===== config.mk =====
export PLATFORM = sky130hd
export DESIGN_NAME = serial_receiver
export DESIGN_NICKNAME = d
export VERILOG_FILES = /design/src/rtl/serial_receiver_pkg.sv /design/src/rtl/serial_receiver_rx_control_unit.sv /design/src/rtl/serial_receiver.sv
export SDC_FILE = /design/constraint.sdc
export NUM_CORES = 1
export LEC_CHECK = 0
export CAP_MARGIN = 20
export CELL_PAD_IN_SITES_DETAIL_PLACEMENT = 1
export CELL_PAD_IN_SITES_GLOBAL_PLACEMENT = 1
export CORE_ASPECT_RATIO = 0.6
export CORE_MARGIN = 2
export CORE_UTILIZATION = 42
export CTS_BUF_LIST = sky130_fd_sc_hd__clkbuf_16
export DETAILED_ROUTE_END_ITERATION = 10
export HOLD_SLACK_MARGIN = 0.03
export PLACE_DENSITY = 0.84
export RECOVER_POWER = 25
export SYNTH_ARGS = -nofsm -noshare
export SYNTH_HDL_FRONTEND = slang
export SYNTH_SLANG_ARGS = --single-unit

===== constraint.sdc =====
create_clock -name clk_i -period 1.57 [get_ports clk_i]
set_input_delay 0.314 -clock clk_i [delete_from_list [all_inputs] [get_ports clk_i]]
set_output_delay 0.314 -clock clk_i [all_outputs]
set_load 0.03 [all_outputs]

===== src/rtl/serial_receiver_pkg.sv =====
// Shared definitions for the one-bit-per-clock serial link (receiver and transmitter sides).
package serial_receiver_pkg;

    typedef logic [2:0] rx_state_t;

    localparam rx_state_t StIdle     = 3'd0;
    localparam rx_state_t StData     = 3'd1;
    localparam rx_state_t StParity   = 3'd2;
    localparam rx_state_t StStop     = 3'd3;
    localparam rx_state_t StWaitHigh = 3'd4;

    // Frame length in bit-times: start + data + optional parity + stop.
    function automatic int unsigned frame_len(input int unsigned data_width,
                                              input int unsigned parity_en);
        return data_width + parity_en + 2;
    endfunction

endpackage


===== src/rtl/serial_receiver_rx_control_unit.sv =====
// Receiver control unit: frame FSM, bit counter and the per-frame accept/error verdict.
module serial_receiver_rx_control_unit
    import serial_receiver_pkg::*;
#(
    parameter int unsigned DATA_WIDTH = 8,
    parameter int unsigned PARITY_EN  = 0,
    parameter int unsigned PARITY_ODD = 0
) (
    input  logic clk_i,
    input  logic arst_i,
    input  logic rx_i,
    output logic shift_en_o,
    output logic accept_o,
    output logic busy_o,
    output logic frame_error_o,
    output logic parity_error_o
);

    localparam int unsigned CntW = $clog2(DATA_WIDTH + 1);
    localparam logic [CntW-1:0] LastBit = CntW'(DATA_WIDTH - 1);

    rx_state_t       state_q, state_d;
    logic [CntW-1:0] cnt_q, cnt_d;
    logic            par_q, par_d;
    logic            par_bad_q, par_bad_d;
    logic            ferr_q, ferr_d;
    logic            perr_q, perr_d;
    logic            accept;

    always_comb begin
        state_d   = state_q;
        cnt_d     = cnt_q;
        par_d     = par_q;
        par_bad_d = par_bad_q;
        ferr_d    = 1'b0;
        perr_d    = 1'b0;
        accept    = 1'b0;
        case (state_q)
            StIdle: begin
                if (!rx_i) begin
                    state_d   = StData;
                    cnt_d     = '0;
                    par_d     = 1'b0;
                    par_bad_d = 1'b0;
                end
            end
            StData: begin
                cnt_d = cnt_q + 1'b1;
                par_d = par_q ^ rx_i;
                if (cnt_q == LastBit) begin
                    state_d = (PARITY_EN != 0) ? StParity : StStop;
                end
            end
            StParity: begin
                par_bad_d = rx_i != (par_q ^ (PARITY_ODD != 0));
                state_d   = StStop;
            end
            StStop: begin
                // A bad stop bit masks any parity verdict for the same frame.
                if (!rx_i) begin
                    ferr_d  = 1'b1;
                    state_d = StWaitHigh;
                end else if (par_bad_q) begin
                    perr_d  = 1'b1;
                    state_d = StIdle;
                end else begin
                    accept  = 1'b1;
                    state_d = StIdle;
                end
            end
            StWaitHigh: begin
                if (rx_i) begin
                    state_d = StIdle;
                end
            end
            default: state_d = StIdle;
        endcase
    end

    always_ff @(posedge clk_i or posedge arst_i) begin
        if (arst_i) begin
            state_q   <= StIdle;
            cnt_q     <= '0;
            par_q     <= 1'b0;
            par_bad_q <= 1'b0;
            ferr_q    <= 1'b0;
            perr_q    <= 1'b0;
        end else begin
            state_q   <= state_d;
            cnt_q     <= cnt_d;
            par_q     <= par_d;
            par_bad_q <= par_bad_d;
            ferr_q    <= ferr_d;
            perr_q    <= perr_d;
        end
    end

    assign shift_en_o     = (state_q == StData);
    assign accept_o       = accept;
    assign busy_o         = (state_q != StIdle);
    assign frame_error_o  = ferr_q;
    assign parity_error_o = perr_q;

endmodule


===== src/rtl/serial_receiver.sv =====
// Serial link receiver: deserializes frames into a hold-until-acknowledged output word.
module serial_receiver
    import serial_receiver_pkg::*;
#(
    parameter int unsigned DATA_WIDTH = 8,
    parameter int unsigned PARITY_EN  = 0,
    parameter int unsigned PARITY_ODD = 0
) (
    input  logic                  clk_i,
    input  logic                  arst_i,
    input  logic                  rx_i,
    input  logic                  read_ack_i,
    output logic [DATA_WIDTH-1:0] data_out_o,
    output logic                  data_valid_o,
    output logic                  busy_o,
    output logic                  frame_error_o,
    output logic                  parity_error_o,
    output logic                  overrun_o
);

    logic [DATA_WIDTH-1:0] shift_q, shift_d;
    logic [DATA_WIDTH-1:0] data_q, data_d;
    logic                  valid_q, valid_d;
    logic                  ovr_q, ovr_d;
    logic                  shift_en;
    logic                  accept;
    logic                  load;

    serial_receiver_rx_control_unit #(
        .DATA_WIDTH (DATA_WIDTH),
        .PARITY_EN  (PARITY_EN),
        .PARITY_ODD (PARITY_ODD)
    ) u_ctrl (
        .clk_i          (clk_i),
        .arst_i         (arst_i),
        .rx_i           (rx_i),
        .shift_en_o     (shift_en),
        .accept_o       (accept),
        .busy_o         (busy_o),
        .frame_error_o  (frame_error_o),
        .parity_error_o (parity_error_o)
    );

    always_comb begin
        shift_d = shift_q;
        if (shift_en) begin
            shift_d = {rx_i, shift_q[DATA_WIDTH-1:1]};
        end
        // An ack in the accept cycle frees the register for the incoming word.
        load    = accept & (~valid_q | read_ack_i);
        data_d  = load ? shift_q : data_q;
        valid_d = valid_q;
        if (load) begin
            valid_d = 1'b1;
        end else if (read_ack_i) begin
            valid_d = 1'b0;
        end
        ovr_d = read_ack_i ? 1'b0 : (ovr_q | (accept & valid_q));
    end

    always_ff @(posedge clk_i or posedge arst_i) begin
        if (arst_i) begin
            shift_q <= '0;
            data_q  <= '0;
            valid_q <= 1'b0;
            ovr_q   <= 1'b0;
        end else begin
            shift_q <= shift_d;
            data_q  <= data_d;
            valid_q <= valid_d;
            ovr_q   <= ovr_d;
        end
    end

    assign data_out_o   = data_q;
    assign data_valid_o = valid_q;
    assign overrun_o    = ovr_q;

endmodule

---- Word-level counts from Yosys, hierarchy flattened ----
Cells that the tools add are included.
word-level totals
  register bits ........................... 29
  input port bits ......................... 4
  output and inout bits ................... 13
cells by class
  add/sub/neg operators ................... 1
  equal/unequal tests ..................... 9
  muxes and demuxes ....................... 21
  bitwise operators ....................... 6
  reduce and logical (&&, ||, !) cells .... 8
operators with widths
  kind                                                                    number
  3-bit one-hot mux with 5 select lines                                   1
  1-bit two-way mux                                                       12
  3-bit two-way mux                                                       4
  4-bit one-hot mux with 2 select lines                                   1
  3-bit by 2-bit equality test with 1-bit output (second input constant)  2
  2-bit nonzero test                                                      3
  4-bit by 1-bit adder with 4-bit output (second input constant)          1
  4-bit by 3-bit equality test with 1-bit output (second input constant)  1
  4-bit two-way mux                                                       1
  2-bit != test (second input constant)                                   2
  1-bit one-hot mux with 2 select lines                                   2
  2-bit AND reduction                                                     2
  3-bit by 1-bit equality test with 1-bit output (second input constant)  1
  3-bit equality test (second input constant)                             1
  3-bit logical NOT                                                       1
  3-bit AND reduction                                                     1
  3-bit nonzero test                                                      1
  1-bit AND                                                               2
  2-bit by 1-bit != test with 1-bit output (second input constant)        1
  1-bit bitwise OR                                                        2
  1-bit != test                                                           1
  1-bit inverter                                                          1
  1-bit bitwise XOR                                                       1

---- Longest topological paths before layout ----
  word-level depth ........................ 6
  depth in mapped cells ................... 4

---- Hierarchy ----
A second synthesis with hierarchy kept.
second synthesis, totals
  cell total of the unflattened synthesis .. 92
  area total of the unflattened synthesis .. 1,255.0 um^2
by module, submodules not included
  module                           instances  cells each  area each (um^2)  seq. area each (um^2)
  serial_receiver                  1          41          710.7             450.4
  serial_receiver_rx_control_unit  1          51          544.3             275.3

---- Least setup slack after synthesis ----
Ideal clock, no wire load.
  path kind ............................... reg-to-output
  start point ............................. register u_ctrl.state_q[2]
  end point ............................... output port busy_o
  data arrival time ....................... 1,029 ps
  path slack .............................. 227 ps
  cell stages (with the launch flop) ...... 3
  path buffers ............................ 1
  cells stage by stage .................... dfrtp_1 -> buf_2 -> or3_1
between the ends
  cells in the longest elaborated chain, start to end .. 1
RTL lines
  item                    line                                    text
  start, declared         serial_receiver_rx_control_unit.sv:22   rx_state_t state_q, state_d;
  start signal, assigned  serial_receiver_rx_control_unit.sv:82   state_q <= StIdle;
  start signal, assigned  serial_receiver_rx_control_unit.sv:89   state_q <= state_d;
  3-bit nonzero test      serial_receiver_rx_control_unit.sv:100  assign busy_o = (state_q != StIdle);
  end, declared           serial_receiver.sv:15                   output logic busy_o,
No other way between the ends.

---- Worst setup path after layout ----
  start point ............................. register u_ctrl.state_q[2]
  end point ............................... register data_q[0] (netlist: data_out_o[0])
between the ends
  cells in the longest elaborated chain, start to end .. 3
RTL lines
  item                                            line                                   text
  3-bit by 2-bit equality test with 1-bit output  serial_receiver_rx_control_unit.sv:38  case (state_q)
  1-bit two-way mux                               serial_receiver_rx_control_unit.sv:38
  1-bit AND                                       serial_receiver.sv:50                  load = accept & (~valid_q | read_ack_i);
  end signal, assigned                            serial_receiver.sv:69                  data_q <= data_d;
  end, declared                                   serial_receiver.sv:22                  logic [DATA_WIDTH-1:0] data_q, data_d;
No other way between the ends.
A chain may end at the register's enable or synchronous reset.

==> flow_metrics.py <==
metrics = {
    "status": {
        "status": "complete, but fails checks",
        "violations": "setup timing",
    },
    "synth": {
        "syn_avg_cell_area_um2": 12.95,
        "yosysTopAreaCell": "dfrtp_1",
        "synthTopCellsByArea": "dfrtp_1 59%, mux2_2 16%, nor2_1 2.1%",
        "synth.distinct_cells": 31,
        "yosysSeqAreaShare": 0.5900,
        "synth_nets": 100,
        "syn_area_mm2": 0.001230,
        "ys_seq_elements": 29,
        "synth_top_area_share": 0.5900,
        "ys_warn_count": 0,
        "syn_inst": 95,
    },
    "routing": {
        "antenna_left": 0,
        "wl_met3_um": 103,
        "viasPerCell": 5.060,
        "drtIter0Drc": 20,
        "top_layer_used": "met3",
        "wl_met1_um": 1333,
        "dr.pass1.iters": 3,
        "wire_per_inst_um": 16.38,
        "drt-total-wl_um": 2736,
        "drcViolationCount": 0,
        "dr_total_vias": 845,
        "wl_met2_um": 1299,
    },
    "timing": {
        "finalCriticalPeriod_ns": 1.575,
        "hold_viol_final": 0,
        "setup_ws_ns": -0.004544,
        "tns_ns": -0.004544,
        "skew_ns": 0.003835,
        "setup_viol": 1,
        "worst_pin_slew_ns": 0.7362,
        "fin_crit_sh": 1.003,
        "max_freq_mhz": 635.1,
        "relSlewSlack": 0.5092,
        "whs_ns": 0.4822,
        "slew_viol_final": 0,
        "rsz0062_at_grt": "true",
    },
    "critical_path": {
        "crit_chain": "buf_6 -> and4b_1 -> o211a_1 -> buf_12 -> mux2_4",
        "critical_path_class": "reg2reg",
        "critPathLaunchType": "flip-flop",
        "cp_slowest_stage_delay_ns": 0.38,
        "slowest_stage": "dfrtp_1",
        "cp.required_ns": 1.71,
        "crit_buf_inv": 2,
        "critical_path.endpoint_type": "flip-flop",
        "worstPathMaxFanout": 8,
        "r2r_setup_slack_ns": -0.005,
        "worstPathArrival_ns": 1.72,
        "cp_top_family": "flip-flops",
    },
    "place": {
        "place.port_buffers": 16,
        "hpwlAfterDp_um": 1819,
        "routabilityCongestion": 0.7168,
        "dp_cells": 159,
    },
    "floorplan": {
        "num_rows": 15,
        "fp.dieW_um": 73.86,
        "io_pins": 17,
        "dieArea_mm2": 0.003391,
        "die_h_um": 45.92,
        "initial_core_util": 0.4340,
        "core_mm2": 0.002834,
    },
    "clock_network": {
        "cts_root_buf": "clkbuf_16",
        "cts_buffer_depth": 2,
        "h-tree-depth": 2,
        "clock-sinks": 29,
        "cts_buffers": 5,
        "cts_tree": "done",
        "hold_buffers": 0,
        "insertion_delay_ns": 0.26,
        "clk_pin_slew_worst_paths_ns": 0.05,
    },
    "cells_and_area": {
        "drive_gt1_frac": 0.3040,
        "final_cells": 167,
        "areaGrowthSynthToFinish_pct": 36.01,
        "layout_common_cells": "29 x dfrtp_1, 10 x dlygate4sd2_1, 9 x mux2_2, 9 x buf_4, 8 x mux2_4",
        "final_nets": 130,
        "diodes": 0,
        "fillers": 283,
        "final_common_cell": "dfrtp_1",
    },
    "grt": {
        "first_global_vias": 926,
        "grt_max_degree": 30,
        "grt_first_pass_wirelength_um": 4574,
        "track_usage": 0.1898,
        "antenna_found_initial": 0,
        "overflow": 0,
    },
    "min_path": {
        "hold_class": "reg2reg",
    },
    "flow_run": {
        "drv_cap": 0,
    },
    "power_and_ir_drop": {
        "p_leak_nw": 0.8509,
        "ir_drop_v": 0.001147,
        "powerDensity_mw_per_mm2": 2060,
    },
}
[power by group]
part / switching, mW / internal, mW
Sequential: 0.214 / 1.06
Clock: 0.284 / 0.563
Combinational: 0.648 / 0.680
[sequential cells by signal (all words and copies together) (netlist names)]
register,cells
overrun_o,1
u_ctrl.frame_error_o,1
shift_q,8
u_ctrl.par_q,1
u_ctrl.par_bad_q,1
u_ctrl.parity_error_o,1
data_out_o,8
u_ctrl.state_q,3
u_ctrl.cnt_q,4
data_valid_o,1
[routing by layer]
layer	GRT usage	vias to the layer above
met5	0	-
met4	0.03273	0
met1	0.2483	435
met3	0.07522	0
li1	-	398
met2	0.3054	12
[timing repair]
item                                    CTS  global route
setup buffers                             1             0
endpoints found under the setup margin   19            21
pin swaps                                 0             0
resized for setup                        22             6
[layout make-up]
cell class                      count  area (um2)  area share
Clock inverter                      2       7.507    0.004488
Sequential cell                    29       725.7      0.4338
Inverter                            6       22.52     0.01346
Multi-Input combinational cell     55       488.0      0.2917
Clock buffer                        5       125.1     0.07479
Tap cell                           42       52.55     0.03141
Timing Repair Buffer               28       251.5      0.1503
[final timing paths]
check | startpoint | cells past startpoint | endpoint
hold / removal | u_ctrl.par_bad_q$_DFFE_PP0P_ | 1 | data_valid_o$_DFFE_PP0P_
max in group asynchronous | arst_i | 3 | u_ctrl.state_q[2]$_DFFE_PP0P_
setup / recovery | u_ctrl.state_q[2]$_DFFE_PP0P_ | 5 | data_out_o[0]$_DFFE_PP0P_
setup reg to reg | u_ctrl.state_q[2]$_DFFE_PP0P_ | 5 | data_out_o[0]$_DFFE_PP0P_
min in group asynchronous | arst_i | 3 | data_valid_o$_DFFE_PP0P_
hold reg to reg | u_ctrl.par_bad_q$_DFFE_PP0P_ | 1 | data_valid_o$_DFFE_PP0P_
[synth_stat cells]
| cell type | n |
|---|---|
| dfrtp_1 | 29 |
| mux2_2 | 17 |
| nor2_1 | 7 |
| inv_1 | 6 |
| buf_2 | 4 |
| a21oi_1 | 2 |
| nor3b_1 | 2 |
| nor4b_1 | 2 |
| o21ai_0 | 2 |
| o2bb2ai_1 | 2 |
| or3_1 | 2 |
| a211o_1 | 1 |
| a211oi_1 | 1 |
| a22o_1 | 1 |
| a2bb2oi_1 | 1 |
| a31o_2 | 1 |
| a31oi_1 | 1 |
| and3_1 | 1 |
| and4b_1 | 1 |
| buf_6 | 1 |
| ha_1 | 1 |
| mux2i_1 | 1 |
| nand2_1 | 1 |
| nand3_1 | 1 |
| nand4b_1 | 1 |
| nor3_1 | 1 |
| o211a_1 | 1 |
| o21a_1 | 1 |
| o22ai_1 | 1 |
| or2b_1 | 1 |
| xor2_1 | 1 |
[per-stage QoR]
step | power (mW) | instance area [um2] | util | worst slack [ns]
detailed placement | 2.603 | 1506 | 0.5316 | -0.2328
global route | 3.680 | 1673 | 0.5903 | -0.05835
global placement | 2.514 | 1506 | 0.5316 | -0.2034
floorplan | 2.100 | 1230 | - | 0.2274
finish | 3.447 | 1673 | 0.5903 | -0.004544
CTS | 3.503 | 1669 | 0.5890 | -0.05946
[logic make-up (layout without fill, tap and decap cells)]
kind of cell               after synthesis  count (layout)  synth area share
DFF                                     29              29            0.5900
and+or+nand+nor                         20              20           0.09562
muxes                                   18              18            0.1638
AOI/OAI and AO/OA                       15              15           0.08954
buffers and inverters                   11              41           0.04374
adders and majority gates                1               1           0.01017
xor gates and xnor gates                 1               1          0.007122
Note: power is estimated with default switching activity, not from simulation.
